$ cat config.mk
export PLATFORM = sky130hd
export DESIGN_NAME = madd_issue
export DESIGN_NICKNAME = d
export VERILOG_FILES = /design/src/rtl/madd_issue.sv
export SDC_FILE = /design/constraint.sdc
export NUM_CORES = 1
export LEC_CHECK = 0
export ABC_AREA = 0
export CAP_MARGIN = 20
export CORE_AREA = 2 2 147 221
export CTS_CLUSTER_SIZE = 24
export DETAILED_ROUTE_END_ITERATION = 10
export DIE_AREA = 0 0 149 223
export SYNTH_ARGS = -nofsm -noshare
export SYNTH_HDL_FRONTEND = slang
export SYNTH_SLANG_ARGS = --single-unit
$ cat constraint.sdc
create_clock -name CLK -period 5 [get_ports CLK]
set_clock_uncertainty 0.15 [all_clocks]
set_input_delay 1 -clock CLK [delete_from_list [all_inputs] [get_ports CLK]]
set_output_delay 1 -clock CLK [all_outputs]
set_load 0.02 [all_outputs]
$ cat src/rtl/madd_issue.sv
// Operand sequencer in front of the MADD multiply-add unit: issues A/B then C one
// cycle later, captures Z after LAT cycles into a credit-controlled response FIFO.
module madd_issue #(
    parameter int W     = 32,
    parameter int LAT   = 2,
    parameter int DEPTH = 4
) (
    input  logic         CLK,
    input  logic         RSTN,
    input  logic         REQ_VALID,
    output logic         REQ_READY,
    input  logic [W-1:0] REQ_A,
    input  logic [W-1:0] REQ_B,
    input  logic [W-1:0] REQ_C,
    input  logic         REQ_ACC,
    output logic         RSP_VALID,
    input  logic         RSP_READY,
    output logic [W-1:0] RSP_Z,
    output logic [W-1:0] M_A,
    output logic [W-1:0] M_B,
    output logic [W-1:0] M_C,
    output logic         M_ENAB,
    output logic         M_ENC,
    input  logic [W-1:0] M_Z
);

    localparam int TAGN = LAT + 1;
    localparam int PW   = $clog2(DEPTH);
    localparam int CW   = $clog2(DEPTH + TAGN + 1) + 1;

    logic [W-1:0]  m_a_q, m_b_q, m_c_q;
    logic          m_enab_q, m_enc_q;
    logic [W-1:0]  c_stage_q;
    logic          c_pend_q;
    logic [W-1:0]  acc_q;
    logic [TAGN-1:0] tag_q;

    logic [W-1:0]  mem_q [DEPTH];
    logic [PW-1:0] wr_ptr_q, rd_ptr_q;
    logic [CW-1:0] fifo_cnt_q, fifo_cnt_d;

    logic [CW-1:0] inflight;
    logic [CW-1:0] outstanding;
    logic          accept;
    logic          push;
    logic          pop;

    function automatic logic [PW-1:0] ptr_inc(input logic [PW-1:0] p);
        return (p == PW'(DEPTH - 1)) ? '0 : p + PW'(1);
    endfunction

    always_comb begin
        inflight = '0;
        for (int unsigned i = 0; i < TAGN; i++) begin
            inflight = inflight + CW'(tag_q[i]);
        end
    end

    // A result landing this edge is still counted in inflight, so ACC waits one more edge
    assign outstanding = inflight + fifo_cnt_q;
    assign REQ_READY   = (outstanding < CW'(DEPTH)) && !(REQ_ACC && (inflight != '0));
    assign accept      = REQ_VALID && REQ_READY;
    assign push        = tag_q[TAGN-1];
    assign RSP_VALID   = (fifo_cnt_q != '0);
    assign pop         = RSP_VALID && RSP_READY;
    assign RSP_Z       = mem_q[rd_ptr_q];

    always_comb begin
        fifo_cnt_d = fifo_cnt_q;
        if (push && !pop) begin
            fifo_cnt_d = fifo_cnt_q + CW'(1);
        end else if (pop && !push) begin
            fifo_cnt_d = fifo_cnt_q - CW'(1);
        end
    end

    always_ff @(posedge CLK or negedge RSTN) begin
        if (!RSTN) begin
            m_a_q      <= '0;
            m_b_q      <= '0;
            m_c_q      <= '0;
            m_enab_q   <= 1'b0;
            m_enc_q    <= 1'b0;
            c_stage_q  <= '0;
            c_pend_q   <= 1'b0;
            acc_q      <= '0;
            tag_q      <= '0;
            wr_ptr_q   <= '0;
            rd_ptr_q   <= '0;
            fifo_cnt_q <= '0;
            for (int unsigned i = 0; i < DEPTH; i++) begin
                mem_q[i] <= '0;
            end
        end else begin
            m_enab_q <= accept;
            c_pend_q <= accept;
            m_enc_q  <= c_pend_q;
            tag_q    <= {tag_q[TAGN-2:0], accept};
            if (accept) begin
                m_a_q     <= REQ_A;
                m_b_q     <= REQ_B;
                c_stage_q <= REQ_ACC ? acc_q : REQ_C;
            end
            if (c_pend_q) begin
                m_c_q <= c_stage_q;
            end
            if (push) begin
                mem_q[wr_ptr_q] <= M_Z;
                wr_ptr_q        <= ptr_inc(wr_ptr_q);
                acc_q           <= M_Z;
            end
            if (pop) begin
                rd_ptr_q <= ptr_inc(rd_ptr_q);
            end
            fifo_cnt_q <= fifo_cnt_d;
        end
    end

    assign M_A    = m_a_q;
    assign M_B    = m_b_q;
    assign M_C    = m_c_q;
    assign M_ENAB = m_enab_q;
    assign M_ENC  = m_enc_q;

    // Credits bound outstanding work to DEPTH, so the FIFO can never be pushed while full
    a_no_overflow: assert property (@(posedge CLK) disable iff (!RSTN)
        !(push && (fifo_cnt_q == CW'(DEPTH))));

endmodule

* Word level (Yosys, flattened, before mapping)
Cells that the tools add are included.
Widths: inputs -> output; s select.
** Word-level totals
- Flip-flop bits (word level) :: 301
- Input port bits :: 133
- Output and inout bits :: 132
- Word-level logic and storage cells :: 54
** Operators by class
- Add/sub/neg operators :: 7
- $lt $le $gt $ge :: 4
- Equal/unequal tests :: 2
- Mux-type cells :: 11
- Bitwise gates (word level) :: 2
- Reductions and logical operators :: 13
** Operators by type and width (count)
- $bwmux 128 :: 1
- $mux 32 :: 4
- $bmux 32 s2 :: 1
- $demux 32 s2 :: 1
- $mux 4 :: 2
- $reduce_bool 4->1 :: 2
- $logic_and 1x1->1 :: 7
- $ge 3x3->1 const B :: 2
- $not 2->3 :: 2
- $add 2x1->2 const B :: 2
- $add 3x4->4 :: 1
- $add 4x1->4 const B :: 1
- $eq 2x2->1 const B :: 2
- $lt 4x3->1 const B :: 1
- $mux 2 :: 2
- $sub 4x1->4 const B :: 1
- $add 2x1->3 :: 1
- $logic_not 1->1 :: 3
- $lt 3x1->1 const B :: 1
- $add 1x1->2 :: 1
- $reduce_bool 2->1 :: 1

* Depth between registers and ports, before layout
- Word-level depth :: 7
- Depth in mapped cells :: 9
- Depth with buffers taken out :: 9

* Worst setup path before layout
OpenSTA, ideal clock, no wires.
- Path type :: flip-flop to output port
- From :: register tag_q[0]
- To :: output REQ_READY
- Data arrival time :: 2.051 ns
- Path slack :: 1.799 ns
- Cell stages (with the launch flop) :: 6
- Path buffers :: 0
- Cells stage by stage :: dfrtp_1 -> fa_1 -> ha_1 -> a31oi_2 -> nand2_1 -> a21boi_0
** On the way
- Cells in the longest elaborated chain, start to end :: 6
** RTL lines
- start: declaration :: line 36 : logic [TAGN-1:0] tag_q;
- start signal: assignment :: line 98 : tag_q <= {tag_q[TAGN-2:0], accept};
- $add 1x1->2 * :: line 55 : inflight = inflight + CW'(tag_q[i]);
- $add 2x1->3 * :: line 55
- branches (longest 3 deep; another with $add 3x4->4)
- $logic_and 1x1->1 * :: line 61 : assign REQ_READY = (outstanding < CW'(DEPTH)) && !(REQ_ACC && (inflight != '0));
- end: declaration :: line 11 : output logic REQ_READY,
Mark *: on every way between the ends.

* Worst setup path after layout
Ends and elaborated chain as after synthesis.

==> results.py <==
metrics = {
    "floorplan": {
        "ios": 265,
        "start_util_pct": 39.6,
        "die_w_um": 149,
        "die_h_um": 223,
        "dieArea_sq_um": 33200,
        "core_sq_um": 31400,
        "rows": 80,
    },
    "pwr": {
        "ir_drop_v": 0.000330,
        "p_leak_nw": 6.81,
        "p_per_area_nw_per_um2": 724,
    },
    "timing": {
        "period_share_pct": 82.4,
        "fmax_mhz": 243,
        "hold_slack_ns": 0.286,
        "slew_headroom_pct": 31.0,
        "worst_pin_slew_ns": 1.03,
        "layout_min_cycle_time_ns": 4.12,
        "rsz0062_at_grt": "false",
        "finalMaxSlewViolations": 0,
        "finalSetupTns_ns": 0,
        "setup_viol": 0,
        "finalHoldViolCount": 0,
    },
    "final_layout": {
        "antenna_cells": 0,
        "layout.nets": 1154,
        "drive_gt1_share_pct": 36.8,
        "utilization_pct": 52.6,
        "mostFrequentLayoutCell": "dfrtp_1",
        "final_cell_mix": "295 x dfrtp_1, 275 x mux2_2, 262 x clkdlybuf4s50_1",
        "area_growth_pct": 33.1,
        "finalInstanceArea_sq_um": 16500,
    },
    "worst_hold_path": {
        "hp-class": "register to register",
    },
    "synth": {
        "ys_ff_latch": 299,
        "synth_adder_area_share_pct": 1.23,
        "synth-compound-area-share_pct": 0.725,
        "synth_cell_types": 29,
        "async_flop_share_pct": 100,
        "syn_avg_cell_area_sq_um": 16.6,
        "synth-xor-area-share_pct": 0.141,
        "syn_area_sq_um": 12400,
        "synth_simple_gate_area_share_pct": 0.775,
        "synthMuxAreaShare_pct": 35.0,
        "synthCells": 747,
        "synth_warnings": 0,
        "syn-num-nets": 891,
        "synth_edf_count": 0,
        "synth_ff_type": "dfrtp_1",
        "synth_top_family_by_area": "multiplexers",
        "synth_seq_area_share_pct": 60.2,
    },
    "grt": {
        "grt_pass1_vias": 7994,
        "grt_usage_pct": 17.7,
        "groute.layer.met3.usage_pct": 3.58,
        "grt_use_met2_pct": 32.3,
        "grt_overflow": 0,
        "grt_max_degree": 105,
        "grt_pass1_wl_um": 45700,
        "antenna_found_initial": 1,
        "global_route.usage.met1_pct": 21.1,
        "top_usage_layer": "met2",
    },
    "placed_design": {
        "port_buffers": 264,
        "place.detailed.hpwl_um": 19100,
        "gp_congestion": 0.747,
        "place_area_sq_um": 15500,
    },
    "clock_tree": {
        "cts_sinks": 299,
        "cts_htree_levels": 1,
        "clkLatencyLatePin_ns": 0.55,
        "cts_tree": "built",
        "cts_hold_buf": 0,
        "cts_buffers": 30,
        "root_buffer": "clkbuf_16",
        "ctsResizeCount": 0,
        "clkTransAtPathRegs_ns": 0.07,
        "cts_buffer_depth": 3,
        "post_cts_buffers": 0,
    },
    "critical_path": {
        "crit_path_max_fanout": 4,
        "crit_slowest_cell": "clkdlybuf4s50_1",
        "required_ns": 3.85,
        "crit_chain": "fa_1 -> ha_1 -> a31oi_2 -> nand2_1 -> a21boi_0 -> clkdlybuf4s50_1",
        "worst_setup_path_start_kind": "register",
        "worstPathArrival_ns": 2.97,
        "cp-end-kind": "output port",
        "worst-setup-path-type": "register to output port",
        "max_stage_delay_ns": 0.66,
    },
    "detailed_routing": {
        "ant_nets": 0,
        "vias": 7190,
        "first_pass_iters": 4,
        "wirelength_um": 28900,
        "drc": 0,
        "wl_per_cell_um": 20.0,
        "via_per_inst": 4.98,
        "drtIter0Drc": 229,
    },
    "run_status": {
        "status": "complete, no violations",
    },
    "flow_run": {
        "drv_cap": 0,
    },
}
-- final timing paths --
| path | cells past startpoint | endpoint | from | slack, ns |
|---|---|---|---|---|
| hold / removal | 0 | tag_q[2]$_DFF_PN0_ | tag_q[1]$_DFF_PN0_ | 0.29 |
| setup / recovery | 6 | REQ_READY | tag_q[0]$_DFF_PN0_ | 0.88 |
| hold reg to reg | 0 | tag_q[2]$_DFF_PN0_ | tag_q[1]$_DFF_PN0_ | 0.29 |
| max in group asynchronous | 2 | M_B[30]$_DFFE_PN0P_ | RSTN | 3.35 |
| min in group asynchronous | 1 | acc_q[29]$_DFFE_PN0P_ | RSTN | 0.32 |
| setup reg to reg | 7 | M_B[11]$_DFFE_PN0P_ | tag_q[0]$_DFF_PN0_ | 1.93 |
-- power by group --
group	switching [W]	internal, W
combinational	0.00223	0.00297
clock	0.000946	0.00142
sequential	0.000721	0.00368
-- cells by family (layout without fill, tap and decap cells) --
group / count (synthesis) / count (layout)
buffers and inverters: 46 / 333
and+or+nand+nor: 21 / 21
xor gates and xnor gates: 2 / 2
muxes: 355 / 355
DFF: 299 / 299
adders and majority gates: 11 / 11
AOI/OAI and AO/OA: 13 / 13
-- synthesized netlist by cell type (2+ instances only) --
cell type	n	area [sq um]
a21o_1	2	15.0
buf_1	15	56.3
buf_2	9	45.0
buf_4	6	45.0
buf_6	4	45.0
clkbuf_1	9	33.8
dfrtp_1	299	7480
fa_1	2	40.0
ha_1	9	113
inv_1	3	11.3
mux2_1	47	529
mux2_2	275	3100
mux4_2	32	721
nand2_1	11	41.3
nand4_1	2	12.5
nor2_1	2	7.51
nor3_1	4	20.0
o21ai_0	4	20.0
xnor2_1	2	17.5
-- worst max-delay path: cells and delay by family, from the launching register on --
kind / cells / cell delay [ns]
and+or+nand+nor: 1 / 0.09
DFF: 1 / 0.41
AOI/OAI and AO/OA: 2 / 0.52
buffers and inverters: 1 / 0.66
adders and majority gates: 2 / 0.74
-- metrics by stage --
step / worst slack, ns / power, W / instances
global placement: 1.42 / 0.00963 / 1388
floorplan: 1.80 / 0.00756 / 747
CTS: 0.811 / 0.0122 / 1444
finish: 0.880 / 0.0120 / 1444
global route: 0.644 / 0.0127 / 1444
detailed placement: 1.42 / 0.00974 / 1388
-- layer usage --
| metal | up-vias | share of wire, % |
|---|---|---|
| met1 | 3737 | 39 |
| met2 | 159 | 53 |
| met3 | 41 | 5.2 |
| li1 | 3251 | - |
| met5 | - | 0.038 |
| met4 | 2 | 2.2 |
-- final cells by class --
class,instances,area [sq um]
clock buffer,45,918
clock inverter,11,138
fill,2701,14900
inverter,3,11.3
multi-input combinational,402,4730
sequential,299,7490
tap,410,513
timing repair buffer,274,2740
-- state kept, by name (all words and copies together), names as in the netlist --
signal      cells
mem_q         128
M_A            32
M_B            32
M_C            32
acc_q          32
c_stage_q      32
fifo_cnt_q      4
tag_q           3
rd_ptr_q        2
wr_ptr_q        2
Note: power is estimated with default switching activity, not from simulation.
